### config.mk
export PLATFORM = sky130hd
export DESIGN_NAME = spi_master_arbiter
export DESIGN_NICKNAME = d
export VERILOG_FILES = /design/src/rtl/spi_master_arbiter.sv
export SDC_FILE = /design/constraint.sdc
export NUM_CORES = 1
export LEC_CHECK = 0
export CAP_MARGIN = 20
export CORE_MARGIN = 4
export CORE_UTILIZATION = 46
export CTS_CLUSTER_DIAMETER = 40
export DETAILED_ROUTE_END_ITERATION = 12
export PLACE_DENSITY_LB_ADDON = 0.08
export SYNTH_ARGS = -nofsm -noshare
export SYNTH_HDL_FRONTEND = slang
export SYNTH_SLANG_ARGS = --single-unit
### constraint.sdc
create_clock -name clk -period 6.12 [get_ports clk]
set_clock_uncertainty 0.15 [all_clocks]
set_input_delay 0.918 -clock clk [delete_from_list [all_inputs] [get_ports clk]]
set_output_delay 0.918 -clock clk [all_outputs]
set_load 0.005 [all_outputs]
### src/rtl/spi_master_arbiter.sv
// Round-robin arbiter sharing one spi_master between NUM_CLIENTS burst requesters.
// Optional build macro SPI_ARB_TIMEOUT_EN adds a WAIT watchdog and the timeout_err output.
module spi_master_arbiter #(
    parameter int NUM_CLIENTS    = 4,
    parameter int DATA_WIDTH     = 8,
    parameter int LEN_WIDTH      = 4,
    parameter int CS_GAP         = 2,
    parameter int TIMEOUT_CYCLES = 4096
) (
    input  logic                              clk,
    input  logic                              arstn,
    input  logic [NUM_CLIENTS-1:0]            req,
    input  logic [NUM_CLIENTS*LEN_WIDTH-1:0]  req_len,
    input  logic [NUM_CLIENTS*DATA_WIDTH-1:0] tx_data,
    output logic [NUM_CLIENTS-1:0]            tx_ack,
    output logic [DATA_WIDTH-1:0]             rx_data,
    output logic [NUM_CLIENTS-1:0]            rx_valid,
    output logic [NUM_CLIENTS-1:0]            grant,
    output logic [NUM_CLIENTS-1:0]            ss_n,
    output logic                              busy,
    output logic [DATA_WIDTH-1:0]             m_data_send,
    output logic                              m_spi_start,
    input  logic                              m_spi_done,
    input  logic [DATA_WIDTH-1:0]             m_data_recv
`ifdef SPI_ARB_TIMEOUT_EN
    ,
    output logic                              timeout_err
`endif
);

    localparam int IDX_W = (NUM_CLIENTS > 1) ? $clog2(NUM_CLIENTS) : 1;
    localparam int GAP_W = (CS_GAP > 1) ? $clog2(CS_GAP + 1) : 1;
    localparam logic [IDX_W-1:0] LAST_IDX = IDX_W'(NUM_CLIENTS - 1);
    localparam logic [GAP_W-1:0] GAP_LAST = GAP_W'(CS_GAP - 1);
`ifdef SPI_ARB_TIMEOUT_EN
    localparam int TMO_W = (TIMEOUT_CYCLES > 1) ? $clog2(TIMEOUT_CYCLES) : 1;
    localparam logic [TMO_W-1:0] TMO_LAST = TMO_W'(TIMEOUT_CYCLES - 1);
`endif

    typedef enum logic [1:0] {IDLE, START, WAIT, GAP} state_t;

    state_t                 state_q, state_d;
    logic [IDX_W-1:0]       cur_q, cur_d;
    logic [IDX_W-1:0]       last_q, last_d;
    logic [LEN_WIDTH-1:0]   remain_q, remain_d;
    logic [GAP_W-1:0]       gap_cnt_q, gap_cnt_d;
    logic [NUM_CLIENTS-1:0] grant_q, grant_d;
    logic [NUM_CLIENTS-1:0] ss_n_q, ss_n_d;
    logic                   busy_q, busy_d;
    logic [NUM_CLIENTS-1:0] tx_ack_q, tx_ack_d;
    logic [DATA_WIDTH-1:0]  rx_data_q, rx_data_d;
    logic [NUM_CLIENTS-1:0] rx_valid_q, rx_valid_d;
    logic [DATA_WIDTH-1:0]  m_data_send_q, m_data_send_d;
    logic                   m_spi_start_q, m_spi_start_d;
`ifdef SPI_ARB_TIMEOUT_EN
    logic [TMO_W-1:0]       tmo_cnt_q, tmo_cnt_d;
    logic                   timeout_err_q, timeout_err_d;
`endif

    logic [DATA_WIDTH-1:0]  tx_word  [NUM_CLIENTS];
    logic [LEN_WIDTH-1:0]   len_word [NUM_CLIENTS];

    always_comb begin
        for (int i = 0; i < NUM_CLIENTS; i++) begin
            tx_word[i]  = tx_data[i*DATA_WIDTH +: DATA_WIDTH];
            len_word[i] = req_len[i*LEN_WIDTH +: LEN_WIDTH];
        end
    end

    function automatic logic [NUM_CLIENTS-1:0] onehot(input logic [IDX_W-1:0] idx);
        logic [NUM_CLIENTS-1:0] v;
        v      = '0;
        v[idx] = 1'b1;
        return v;
    endfunction

    // Scan starts one past the last completed owner, so a client that keeps
    // req high waits until every other pending client has had a turn.
    logic             sel_found;
    logic [IDX_W-1:0] sel_idx;
    logic [IDX_W-1:0] scan_idx;

    always_comb begin
        sel_found = 1'b0;
        sel_idx   = '0;
        scan_idx  = '0;
        for (int k = 1; k <= NUM_CLIENTS; k++) begin
            scan_idx = IDX_W'((int'(last_q) + k) % NUM_CLIENTS);
            if (!sel_found && req[scan_idx]) begin
                sel_found = 1'b1;
                sel_idx   = scan_idx;
            end
        end
    end

    logic issue;
    logic to_gap;

    always_comb begin
        state_d       = state_q;
        cur_d         = cur_q;
        last_d        = last_q;
        remain_d      = remain_q;
        gap_cnt_d     = gap_cnt_q;
        grant_d       = grant_q;
        ss_n_d        = ss_n_q;
        busy_d        = busy_q;
        rx_data_d     = rx_data_q;
        m_data_send_d = m_data_send_q;
        tx_ack_d      = '0;
        rx_valid_d    = '0;
        m_spi_start_d = 1'b0;
        issue         = 1'b0;
        to_gap        = 1'b0;
`ifdef SPI_ARB_TIMEOUT_EN
        tmo_cnt_d     = tmo_cnt_q;
        timeout_err_d = 1'b0;
`endif

        case (state_q)
            IDLE: begin
                if (sel_found) begin
                    cur_d    = sel_idx;
                    grant_d  = onehot(sel_idx);
                    ss_n_d   = ~onehot(sel_idx);
                    busy_d   = 1'b1;
                    remain_d = len_word[sel_idx];
                    issue    = 1'b1;
                end
            end
            START: begin
                state_d = WAIT;
`ifdef SPI_ARB_TIMEOUT_EN
                tmo_cnt_d = '0;
`endif
            end
            WAIT: begin
                if (m_spi_done) begin
                    rx_data_d  = m_data_recv;
                    rx_valid_d = onehot(cur_q);
                    if (remain_q == '0) begin
                        to_gap = 1'b1;
                    end else begin
                        remain_d = remain_q - LEN_WIDTH'(1);
                        issue    = 1'b1;
                    end
                end
`ifdef SPI_ARB_TIMEOUT_EN
                else if (tmo_cnt_q == TMO_LAST) begin
                    to_gap        = 1'b1;
                    timeout_err_d = 1'b1;
                end else begin
                    tmo_cnt_d = tmo_cnt_q + TMO_W'(1);
                end
`endif
            end
            GAP: begin
                if (gap_cnt_q == GAP_LAST) begin
                    busy_d  = 1'b0;
                    state_d = IDLE;
                end else begin
                    gap_cnt_d = gap_cnt_q + GAP_W'(1);
                end
            end
            default: state_d = IDLE;
        endcase

        // Word launch is shared by the first word of a grant and every follow-on word.
        if (issue) begin
            m_spi_start_d = 1'b1;
            m_data_send_d = tx_word[cur_d];
            tx_ack_d      = onehot(cur_d);
            state_d       = START;
        end

        if (to_gap) begin
            grant_d   = '0;
            ss_n_d    = '1;
            last_d    = cur_q;
            gap_cnt_d = '0;
            state_d   = GAP;
        end
    end

    always_ff @(posedge clk or negedge arstn) begin
        if (!arstn) begin
            state_q       <= IDLE;
            cur_q         <= '0;
            last_q        <= LAST_IDX;
            remain_q      <= '0;
            gap_cnt_q     <= '0;
            grant_q       <= '0;
            ss_n_q        <= '1;
            busy_q        <= 1'b0;
            tx_ack_q      <= '0;
            rx_data_q     <= '0;
            rx_valid_q    <= '0;
            m_data_send_q <= '0;
            m_spi_start_q <= 1'b0;
`ifdef SPI_ARB_TIMEOUT_EN
            tmo_cnt_q     <= '0;
            timeout_err_q <= 1'b0;
`endif
        end else begin
            state_q       <= state_d;
            cur_q         <= cur_d;
            last_q        <= last_d;
            remain_q      <= remain_d;
            gap_cnt_q     <= gap_cnt_d;
            grant_q       <= grant_d;
            ss_n_q        <= ss_n_d;
            busy_q        <= busy_d;
            tx_ack_q      <= tx_ack_d;
            rx_data_q     <= rx_data_d;
            rx_valid_q    <= rx_valid_d;
            m_data_send_q <= m_data_send_d;
            m_spi_start_q <= m_spi_start_d;
`ifdef SPI_ARB_TIMEOUT_EN
            tmo_cnt_q     <= tmo_cnt_d;
            timeout_err_q <= timeout_err_d;
`endif
        end
    end

    assign grant       = grant_q;
    assign ss_n        = ss_n_q;
    assign busy        = busy_q;
    assign tx_ack      = tx_ack_q;
    assign rx_data     = rx_data_q;
    assign rx_valid    = rx_valid_q;
    assign m_data_send = m_data_send_q;
    assign m_spi_start = m_spi_start_q;
`ifdef SPI_ARB_TIMEOUT_EN
    assign timeout_err = timeout_err_q;
`endif

endmodule
# Yosys cells after proc, flatten, opt, wreduce, memory -nomap -nowiden
# Index checks and enable logic that the tools add are counted.
totals:
  ff_bits: 46
  input_bits: 63
  out_inout_bits: 34
classes:
  mux: 61
  n_eq_ne: 10
  reduce_logical: 23
  order_cmp: 12
  add_sub_neg: 6
  n_bitwise: 3
op_table:
  columns: ["op", "n"]
  rows:
  - ["two-way mux 4 bit", 14]
  - ["two-way mux 2 bit", 12]
  - ["< comparator 2 x 3 -> 1 bit (second input constant)", 7]
  - ["two-way mux 1 bit", 20]
  - ["binary-select mux 8 bit (select 2 bit)", 1]
  - ["two-way mux 8 bit", 2]
  - ["inequality test 2 bit (second input constant)", 5]
  - ["nonzero test 2 bit", 5]
  - ["binary-select mux 1 bit (select 2 bit)", 4]
  - ["binary-select mux 4 bit (select 2 bit)", 1]
  - ["case mux 4 bit (2 select lines)", 1]
  - ["AND reduction 2 bit", 4]
  - ["adder 2 x 1 -> 2 bit (second input constant)", 3]
  - ["demux 1 bit (select 2 bit)", 3]
  - ["greater-or-equal comparator 2 x 1 -> 1 bit (second input constant)", 3]
  - ["greater-or-equal comparator 3 bit (second input constant)", 2]
  - ["logical AND 1 bit", 6]
  - ["inverter 2 -> 3 bit", 2]
  - ["adder 2 bit (second input constant)", 2]
  - ["equality test 2 x 1 -> 1 bit (second input constant)", 2]
  - ["equality test 2 bit (second input constant)", 2]
  - ["logical NOT 4 bit", 1]
  - ["inequality test 4 bit (second input constant)", 1]
  - ["inverter 4 bit", 1]
  - ["8 further kinds", 11]

# Logic depth before layout (Yosys ltp)
# Gate-level depths: netlist (run 1).
depth:
  word_depth: 21
  ltp_mapped: 9
  depth_no_buf: 9

# Worst setup path after synthesis (run 1)
# No wires, ideal clock.
synth_timing:
  kind: "input to register"
  start: "in req[0]"
  end: "reg m_data_send_q[2] (netlist: m_data_send[2])"
  path_stages: 7
  arrival_ns: 2.234
  t_required_ns: 5.866
  n_path_buf: 2
  setup_slack_ns: 3.632
  path_cell_list: "or2_4 a311oi_4 a22oi_2 buf_6 buf_12 mux2i_1 a221oi_1"
synth_via:
  elab_chain_len: 18
  elab_cells_between_ends: 30
synth_rtl:
  columns: ["item", "line_no", "text"]
  rows:
  - ["from (decl)", "12", "input logic [NUM_CLIENTS-1:0] req,"]
  - ["binary-select mux 1 bit (select 2 bit)", "89", "if (!sel_found && req[scan_idx]) begin"]
  - ["two-way mux 1 bit (implied by the code)", "89", null]
  - ["two-way mux 1 bit", "89", null]
  - ["logical NOT 1 bit", "89", null]
  - ["logical AND 1 bit", "89", null]
  - ["two-way mux 1 bit", "89", null]
  - ["logical NOT 1 bit", "89", null]
  - ["logical AND 1 bit", "89", null]
  - ["two-way mux 1 bit", "89", null]
  - ["logical NOT 1 bit", "89", null]
  - ["logical AND 1 bit", "89", null]
  - ["two-way mux 2 bit / two-way mux 1 bit (equally long branches)", "89", null]
  - ["two-way mux 2 bit", "122", "if (sel_found) begin"]
  - ["two-way mux 2 bit", "120", "case (state_q)"]
  - ["inverter 2 -> 3 bit (implied by the code)", "171", "m_data_send_d = tx_word[cur_d];"]
  - ["binary-select mux 8 bit (select 2 bit)", "171", null]
  - ["two-way mux 8 bit (implied by the code) (2 in a row)", "171", null]
  - ["to (signal assigned)", "216", "m_data_send_q <= m_data_send_d;"]
  - ["to (decl)", "53", "logic [DATA_WIDTH-1:0] m_data_send_q, m_data_send_d;"]
# Parallel ways exist; a longest one is shown, timed or not. The select of a mux whose other input is x is not followed.
# A chain may end at the register's enable or synchronous reset.

# Worst setup path after layout (run 1)
layout_timing:
  start: "in m_spi_done"
  end: "reg m_data_send_q[3] (netlist: m_data_send[3])"
layout_via:
  elab_chain_len: 2
layout_rtl:
  columns: ["item", "line_no", "text"]
  rows:
  - ["from (decl)", "23", "input logic m_spi_done,"]
  - ["two-way mux 1 bit", "138", "if (m_spi_done) begin"]
  - ["case mux 1 bit (2 select lines)", "120", null]
# Every way passes these cells.

==> results of run 1 <==
==> cells in the mapped netlist (all sizes together), types with 2 or more instances <==
cell	instances
nor4	2
nor2	25
a22oi	3
inv	6
a21oi	6
buf	8
ha	2
o21ai	9
or2	4
clkbuf	3
mux2	10
nor3	9
dfrtp	40
and2	3
nand3	4
nand2	15
a221oi	8
dfstp	6
a31oi	2
mux2i	22
and3	4
nand2b	4
nor3b	4
o21a	2
or2b	2
==> layout make-up <==
class,instances,area (sq um)
clock inverters,3,25.0
flip-flops and latches,46,1160
inverters,6,22.5
well taps,67,83.8
repair buffers,99,991
multi-input cells,156,1100
clock buffers,5,68.8
fillers,392,1400
==> critical path, stage by stage <==
cell	delay, ns
clkdlybuf4s50_1	0.56
nand3b_1	0.43
nor2_1	0.43
nor2_2	0.12
inv_2	0.26
o21a_1	0.37
a221oi_1	0.15
==> placed cells by master, fill, tap and decap left out, types with 2 or more instances in the layout <==
master           instances
or2_0                    3
clkbuf_8                 5
inv_1                    4
mux2_2                  10
a21oi_1                  5
a22oi_1                  2
a31oi_1                  2
buf_4                    2
nand3_1                  4
inv_2                    2
nor2_1                  23
mux2i_1                 22
or2b_1                   2
nand2_1                 15
nor2_2                   2
nor3_2                   2
dfrtp_1                 40
a221oi_1                 8
o21a_1                   2
and2_1                   3
nor3_1                   7
ha_1                     2
and3_1                   4
nor3b_1                  3
dfstp_2                  6
o21ai_0                  8
clkdlybuf4s50_1         95
nand2b_1                 3
==> sequential cells by signal (all words and copies together), names as in the netlist, 4 cells and up <==
register,count
ss_n,4
grant,4
rx_data,8
rx_valid,4
remain_q,4
tx_ack,4
m_data_send,8
==> layer usage <==
| metal | vias to the layer above | wire length [um] | global-route usage, % |
|---|---|---|---|
| li1 | 974 | - | - |
| met1 | 950 | 2470 | 24.1 |
| met2 | 76 | 2750 | 30.2 |
| met3 | 4 | 556 | 7.22 |
| met4 | 0 | 27 | 4.12 |
| met5 | - | 0 | 0 |
==> logic make-up after synthesis <==
kind of cell	Yosys count	synth area share, %
AND/OR/NAND/NOR	80	18.1
flip-flops	46	49.1
AO/OA/AOI/OAI	41	13.1
multiplexers	32	14.1
buffers and inverters	17	4.19
adder cells (fa/ha/maj)	2	1.06
XOR/XNOR	1	0.371
==> power breakdown <==
part / total [mW] / switching, mW / internal, mW
sequential: 0.556 / 0.105 / 0.452
combinational: 0.792 / 0.359 / 0.433
clock: 0.192 / 0.110 / 0.0825
==> metrics by stage <==
| stage | hold slack (ns) | instance area, sq um | instances |
|---|---|---|---|
| after floorplan | 0.312 | 2360 | 219 |
| after CTS | 0.362 | 3430 | 381 |
| final | 0.280 | 3450 | 382 |
| after global placement | 0.331 | 3340 | 373 |
| after detailed placement | 0.342 | 3340 | 373 |
| after global routing | 0.267 | 3450 | 382 |
==> path summary, 6_finish.rpt <==
check,start,endpoint
max in group asynchronous,arstn,ss_n[3]$_DFFE_PN1P_
min in group clk,rx_data[0]$_DFFE_PN0P_,rx_data[0]$_DFFE_PN0P_
setup reg to reg,state_q[0]$_DFFE_PN0P_,m_data_send[3]$_DFFE_PN0P_
setup / recovery,m_spi_done,m_data_send[3]$_DFFE_PN0P_
hold reg to reg,rx_data[0]$_DFFE_PN0P_,rx_data[0]$_DFFE_PN0P_
hold / removal,arstn,busy$_DFFE_PN0P_
==> summary.md, run 1 <==
| Metric | Value |
|---|---|
| PortBufs | 96 |
| Worst skew pair latency | 0.30 ns |
| Setup tns final | 0 ns |
| Final net count | 379 |
| TritonCTS clock tree | done |
| Total grt overflow | 0 |
| Drt first pass iters | 4 |
| Vias | 2,004 |
| Largest cells by area after synthesis | dfrtp_1, mux2i_1, dfstp_2 |
| Final min period | 3.23 ns |
| Syn avg cell area | 10.8 sq um |
| DPL Wire Length | 4390 um |
| Crit path DAT | 3.25 ns |
| Clock-pin slew on the worst setup and hold paths | 0.10 ns |
| Vias per std cell | 5.25 |
| Die width | 79.6 um |
| Fin util | 71.2% |
| Least-Margin Pin Slew | 0.791 ns |
| Synth-to-Final Area Change | 46.3% |
| Die height | 79.6 um |
| Pre-CTS setup slack | 2.55 ns |
| H-tree lvl count | 2 |
| CP Data Required Time | 6.14 ns |
| CTS Buf Count | 5 |
| Row cnt | 25 |
| Post-Route WL | 5800 um |
| Initial Util | 48.7% |
| RSZ-0062 raised after global routing | no |
| Slew HR | 47.3% |
| Hold Buf Count CTS | 0 |
| Min-Delay Path Class | in -> async |
| Leading area contributor after synthesis | dfrtp_1 |
| Netlist cell types | 54 |
| Reg2Reg Depth | 6 |
| GRT Resource Usage Total | 18.8% |
| Critical path capture point type | register |
| First-pass GRT wire length | 9390 um |
| Post-Syn Nets | 284 |
| Critical-path maximum fanout | 16 |
| Final Cycle Share | 52.8% |
| Share of the synthesized area in the top cell type | 42.4% |
| Seq/Total Area, Yosys | 49.1% |
| Core ar. | 4850 sq um |
| Ratio of cells with drive above 1 in the final layout | 13.0% |
| DRC errors left | 0 |
| Post-cts resize count | 0 |
| Die area | 6340 sq um |
| Setup bufs post-CTS | 0 |
| Final antenna-violating net count | 0 |
| PwrDens | 446 nW/um^2 |
| Peak supply drop | 0.000212 V |
| Antenna violations before repair | 0 |
| Highest attainable clock frequency | 0.309 GHz |
| Clk sinks | 46 |
| Most used flip-flop cell after synthesis | dfrtp_1 |
| Synth Register Bits | 46 |
| Fin worst setup slack | 2.89 ns |
| MaxCap Viol Count | 0 |
| ANT cells | 0 |
| CTS Root Cell | clkbuf_8 |
| Synth Warn # | 0 |
| Initial DRC Count | 66 |
| Syn Std Cell Area | 2360 sq um |
| Ports | 97 |
| Async SR Flop Fraction | 100% |
| RePlAce Congestion | 0.786 |
| Leakage | 1.49 nW |
| Hold Vio Cnt, Final | 0 |
| Vias in the first global route | 2,010 |
| Max-slew violations | 0 |
| Setup CP Type | in -> reg |
| WL per Instance | 15.2 um |
| CTS Buffer Depth | 2 |
| Post-synthesis cell count | 219 |
| CP Launch Type | input port |
| R2R setup slack | 3.48 ns |
| Post-synth EDFFs | 0 |
| Design Power | 1.54 mW |
| # setup viols final | 0 |
| Largest net degree at the start of global routing | 47 |
| Outcome | finished clean |
Power figures use the tool's default switching activity.
==> run 2, diff against run 1 <==
--- a/config.mk
+++ b/config.mk
@@ -7,7 +7,7 @@
 export LEC_CHECK = 0
 export CAP_MARGIN = 20
 export CORE_MARGIN = 4
-export CORE_UTILIZATION = 46
+export CORE_UTILIZATION = 43
 export CTS_CLUSTER_DIAMETER = 40
 export DETAILED_ROUTE_END_ITERATION = 12
 export PLACE_DENSITY_LB_ADDON = 0.08
==> constraint.sdc (replaced) <==
create_clock -name clk -period 3.3 [get_ports clk]
set_clock_uncertainty 0.15 [all_clocks]
set_input_delay 0.495 -clock clk [delete_from_list [all_inputs] [get_ports clk]]
set_output_delay 0.495 -clock clk [all_outputs]
set_load 0.005 [all_outputs]
==> run 2 against run 1 <==
Combinational power up 87%. Register-to-register slack worse by 2.4 ns. Sequential share of layout area down 0.33 points. Sequential cell count unchanged. Setup slack worse by 2.1 ns. Sequential power up 85%. Count of clock-buffer cells in the layout unchanged. Routed wire length down 0.38%. Global-route usage down 0.84 points.
==> summary.md, run 2 (synthesis results as in run 1) <==
| Metric | Value |
|---|---|
| Core ar. | 5200 sq um |
| Commonest non-fill, non-tap cell in the layout | clkdlybuf4s50_1 |
| Worst path slowest cell | clkdlybuf4s50_1 |
| Critical path capture point type | register |
| Synth-to-Final Area Change | 47.7% |
| Crit path DAT | 2.55 ns |
| Leakage | 1.50 nW |
| Cells after DPL | 378 |
| Total of fill cells in the finished design | 449 |
| Vias in the first global route | 2,011 |
| # setup viols final | 0 |
| Crit-path cells | clkdlybuf4s50_1 > nor4_2 > nor3_2 > nor2_2 > inv_2 > o21a_1 > a221oi_1 |
| Peak supply drop | 0.000389 V |
| Vias per std cell | 5.16 |
| Setup tns final | 0 ns |
| CTS Buffer Depth | 2 |
| Critical-path maximum fanout | 16 |
| Most frequent cells in the layout | clkdlybuf4s50_1, dfrtp_1, nor2_1, mux2i_1, nand2_1 |
| Fin worst setup slack | 0.751 ns |
| Final net count | 382 |
| Post-Layout Cell Count | 388 |
| CP Data Required Time | 3.30 ns |
| RePlAce Congestion | 0.779 |
| Min-Delay Path Class | in -> async |
| TritonCTS clock tree | done |
| PwrDens | 821 nW/um^2 |
| Hold Vio Cnt, Final | 0 |
| ANT cells | 0 |
| Setup CP Type | in -> reg |
| Initial Util | 45.4% |
| Final Cell Area | 3490 sq um |
| Hold slack final | 0.0500 ns |
| Pre-CTS setup slack | 0.357 ns |
| Setup bufs post-CTS | 0 |
| Outcome | finished clean |
| R2R setup slack | 1.04 ns |
| Ratio of cells with drive above 1 in the final layout | 13.8% |
| Post-cts resize count | 0 |
| RSZ-0062 raised after global routing | no |
| Final min period | 2.55 ns |
| Die area | 6740 sq um |
| Largest net degree at the start of global routing | 47 |
| Slew HR | 60.1% |
| Total grt overflow | 0 |
| Clock-pin slew on the worst setup and hold paths | 0.09 ns |
| CP Launch Type | input port |
| MaxCap Viol Count | 0 |
| DPL Wire Length | 4400 um |
| Cell Area, Placed | 3360 sq um |
| Drt first pass iters | 4 |
| WL per Instance | 14.9 um |
| Final Cycle Share | 77.2% |
| Antenna violations before repair | 0 |
| Die height | 82.1 um |
| First-pass GRT wire length | 9400 um |
| Final antenna-violating net count | 0 |
| Post-Route WL | 5780 um |
| Clk sinks | 46 |
| CTS Buf Count | 5 |
| Max-slew violations | 0 |
| CTS Root Cell | clkbuf_8 |
| Ports | 97 |
| DRC errors left | 0 |
| Die width | 82.1 um |
| Row cnt | 26 |
| Highest attainable clock frequency | 0.392 GHz |
| Hold Buf Count CTS | 0 |
| Initial DRC Count | 85 |
| PortBufs | 96 |
| H-tree lvl count | 2 |
| Largest stage delay, worst path | 0.60 ns |
| Least-Margin Pin Slew | 0.598 ns |
| Worst skew pair latency | 0.29 ns |
| GRT Resource Usage Total | 18.0% |
| Vias | 2,003 |
-- run 2: per-layer routing --
metal  vias to the layer above  GRT usage [%]  share of wire (%)
met2                        86           27.0                 45
li1                        985              -                  -
met1                       930           25.1                 45
met4                         0           3.49               0.42
met3                         2           6.51                9.5
met5                         -              0                  0
-- run 2: power by group --
part	total, mW	switching (mW)	internal [mW]
registers	1.03	0.190	0.838
logic	1.48	0.661	0.820
clock network	0.353	0.200	0.153
total	2.86	1.05	1.81
-- run 2: area by class of cell --
class | instances | area (sq um) | share of cell area (%)
tap | 70 | 87.6 | 2.51
sequential | 46 | 1160 | 33.2
timing repair buffer | 102 | 1020 | 29.3
multi-input combinational | 156 | 1100 | 31.6
clock inverter | 3 | 25.0 | 0.718
clock buffer | 5 | 68.8 | 1.97
inverter | 6 | 22.5 | 0.646
-- run 2: final timing paths --
check	from	endpoint	cells after the start
min reg2reg	last_q[0]$_DFFE_PN1P_	last_q[0]$_DFFE_PN1P_	2
max reg2reg	state_q[1]$_DFFE_PN0P_	m_data_send[7]$_DFFE_PN0P_	6
min in group clk	last_q[0]$_DFFE_PN1P_	last_q[0]$_DFFE_PN1P_	2
min	arstn	remain_q[1]$_DFFE_PN0P_	1
max in group asynchronous	arstn	state_q[1]$_DFFE_PN0P_	2
max	req[3]	m_data_send[7]$_DFFE_PN0P_	7
-- run 2: critical path, delay by kind of cell --
kind,cells,cell delay (ns)
AOI/OAI and AO/OA,2,0.49
buffers and inverters,2,0.84
and+or+nand+nor,3,0.72
-- run 2: metrics by stage --
stage | utilization [%] | power (mW)
floorplan | - | 1.93
global placement | 64.5 | 2.49
detailed placement | 64.5 | 2.52
CTS | 66.3 | 2.88
global route | 67.0 | 3.11
finish | 67.0 | 2.86
==> run 3, diff against run 2 <==
--- a/config.mk
+++ b/config.mk
@@ -7,7 +7,7 @@
 export LEC_CHECK = 0
 export CAP_MARGIN = 20
 export CORE_MARGIN = 4
-export CORE_UTILIZATION = 43
+export CORE_UTILIZATION = 39
 export CTS_CLUSTER_DIAMETER = 40
 export DETAILED_ROUTE_END_ITERATION = 12
 export PLACE_DENSITY_LB_ADDON = 0.08
==> constraint.sdc (replaced) <==
create_clock -name clk -period 2.1 [get_ports clk]
set_clock_uncertainty 0.15 [all_clocks]
set_input_delay 0.315 -clock clk [delete_from_list [all_inputs] [get_ports clk]]
set_output_delay 0.315 -clock clk [all_outputs]
set_load 0.005 [all_outputs]
==> run 3 against run 2 <==
Routed wire length increased by 6.8%. Critical path depth fell by 1. Cell count rose by 8.2%. Critical path type is now reg -> reg. Combinational power increased by 93%. Largest power group unchanged. Final area up 9.4%.
==> summary.md, run 3 (synthesis results as in run 1) <==
| Metric | Value |
|---|---|
| PwrDens | 1320 nW/um^2 |
| Final Cell Area | 3810 sq um |
| RePlAce Congestion | 0.855 |
| CP Data Required Time | 2.15 ns |
| Largest net degree at the start of global routing | 18 |
| Initial DRC Count | 60 |
| # setup viols final | 0 |
| Antenna violations before repair | 0 |
| RSZ-0062 raised after global routing | yes |
| Least-Margin Pin Slew | 0.390 ns |
| Critical path capture point type | register |
| DPL Wire Length | 4850 um |
| Cells after DPL | 408 |
| MaxCap Viol Count | 0 |
| DRC errors left | 0 |
| WL per Instance | 14.7 um |
| Leakage | 1.70 nW |
| Total grt overflow | 0 |
| CTS Buffer Depth | 2 |
| CTS Buf Count | 5 |
| Most frequent cells in the layout | clkdlybuf4s50_1, dfrtp_1, buf_4, nor2_1, mux2i_1 |
| Vias per std cell | 5.09 |
| Core ar. | 5890 sq um |
| Clock-pin slew on the worst setup and hold paths | 0.09 ns |
| Drt first pass iters | 4 |
| CTS Root Cell | clkbuf_8 |
| Critical-path maximum fanout | 8 |
| Die area | 7360 sq um |
| CP Launch Type | register |
| Setup CP Type | reg -> reg |
| Ports | 97 |
| Clk sinks | 46 |
| Post-Route WL | 6170 um |
| Synth-to-Final Area Change | 61.5% |
| Cell Area, Placed | 3560 sq um |
| Final min period | 2.01 ns |
| First-pass GRT wire length | 10,100 um |
| H-tree lvl count | 2 |
| Reg2Reg Depth | 6 |
| Row cnt | 28 |
| Vias in the first global route | 2,212 |
| Hold Vio Cnt, Final | 0 |
| Ratio of cells with drive above 1 in the final layout | 23.5% |
| Post-Layout Cell Count | 420 |
| Final antenna-violating net count | 0 |
| ANT cells | 0 |
| Total of fill cells in the finished design | 488 |
| Worst skew pair latency | 0.30 ns |
| Pre-CTS setup slack | -0.472 ns |
| Die width | 85.8 um |
| Max-slew violations | 0 |
| Highest attainable clock frequency | 0.499 GHz |
| Setup tns final | 0 ns |
| Final Cycle Share | 95.5% |
| Outcome | finished clean |
| Fin worst setup slack | 0.0942 ns |
| Final net count | 409 |
| Vias | 2,137 |
| TritonCTS clock tree | done |
| GRT Resource Usage Total | 17.2% |
| Die height | 85.8 um |
| Commonest non-fill, non-tap cell in the layout | clkdlybuf4s50_1 |
| Slew HR | 74.0% |
| Initial Util | 40.1% |
| PortBufs | 96 |
| Crit path DAT | 2.06 ns |
| Peak supply drop | 0.000698 V |
| Fin util | 64.8% |
| Min-Delay Path Class | in -> async |
run 3: what timing repair did:
action / 4_1_cts / 5_1_grt
pin swaps: 0 / 8
gates resized for setup: 2 / 21
hold buffers: 1 / 0
endpoints found under the setup margin: 8 / 16
endpoints found under the hold margin: 13 / 0
setup buffers: 0 / 3
run 3: cell type report:
type	count	area (sq um)	share of cell area, %
clock buffer	5	68.8	1.80
clock inverter	3	25.0	0.656
inverter	6	22.5	0.591
timing repair buffer	129	1250	32.7
tap	75	93.8	2.46
sequential	46	1160	30.4
multi-input combinational	156	1200	31.4
run 3: per-stage QoR:
step	hold slack (ns)	total power [mW]
2_1_floorplan	-0.131	3.03
3_3_place_gp	0.111	4.19
3_5_place_dp	0.113	4.23
4_1_cts	0.322	4.83
5_1_grt	0.351	5.44
6_report	0.316	5.03
run 3: power breakdown:
part | internal [mW] | switching [mW]
logic | 1.65 | 1.20
registers | 1.32 | 0.309
clock network | 0.240 | 0.317
run 3: critical path, stage by stage, from the launching register on:
cell      delay [ns]
dfstp_2         0.58
nand2b_4        0.16
buf_6           0.10
a21boi_2        0.05
o31a_1          0.35
o21a_4          0.28
a221oi_1        0.25
run 3: final timing paths:
| check | startpoint | end | slack, ns |
|---|---|---|---|
| min in group clk | last_q[0]$_DFFE_PN1P_ | last_q[0]$_DFFE_PN1P_ | 0.35 |
| min | arstn | m_data_send[3]$_DFFE_PN0P_ | 0.32 |
| max reg2reg | last_q[0]$_DFFE_PN1P_ | m_data_send[7]$_DFFE_PN0P_ | 0.09 |
| max | last_q[0]$_DFFE_PN1P_ | m_data_send[7]$_DFFE_PN0P_ | 0.09 |
| max in group asynchronous | arstn | ss_n[2]$_DFFE_PN1P_ | 0.88 |
| min reg2reg | last_q[0]$_DFFE_PN1P_ | last_q[0]$_DFFE_PN1P_ | 0.35 |
run 3: layer usage:
| layer | up-vias | routed length, um | global-route usage, % | part of all wire [%] |
|---|---|---|---|---|
| li1 | 1040 | - | - | - |
| met1 | 1022 | 2690 | 22.1 | 44 |
| met2 | 68 | 2990 | 28.3 | 48 |
| met3 | 7 | 413 | 3.84 | 6.7 |
| met4 | 0 | 68 | 6.19 | 1.1 |
| met5 | - | 0 | 0 | 0 |
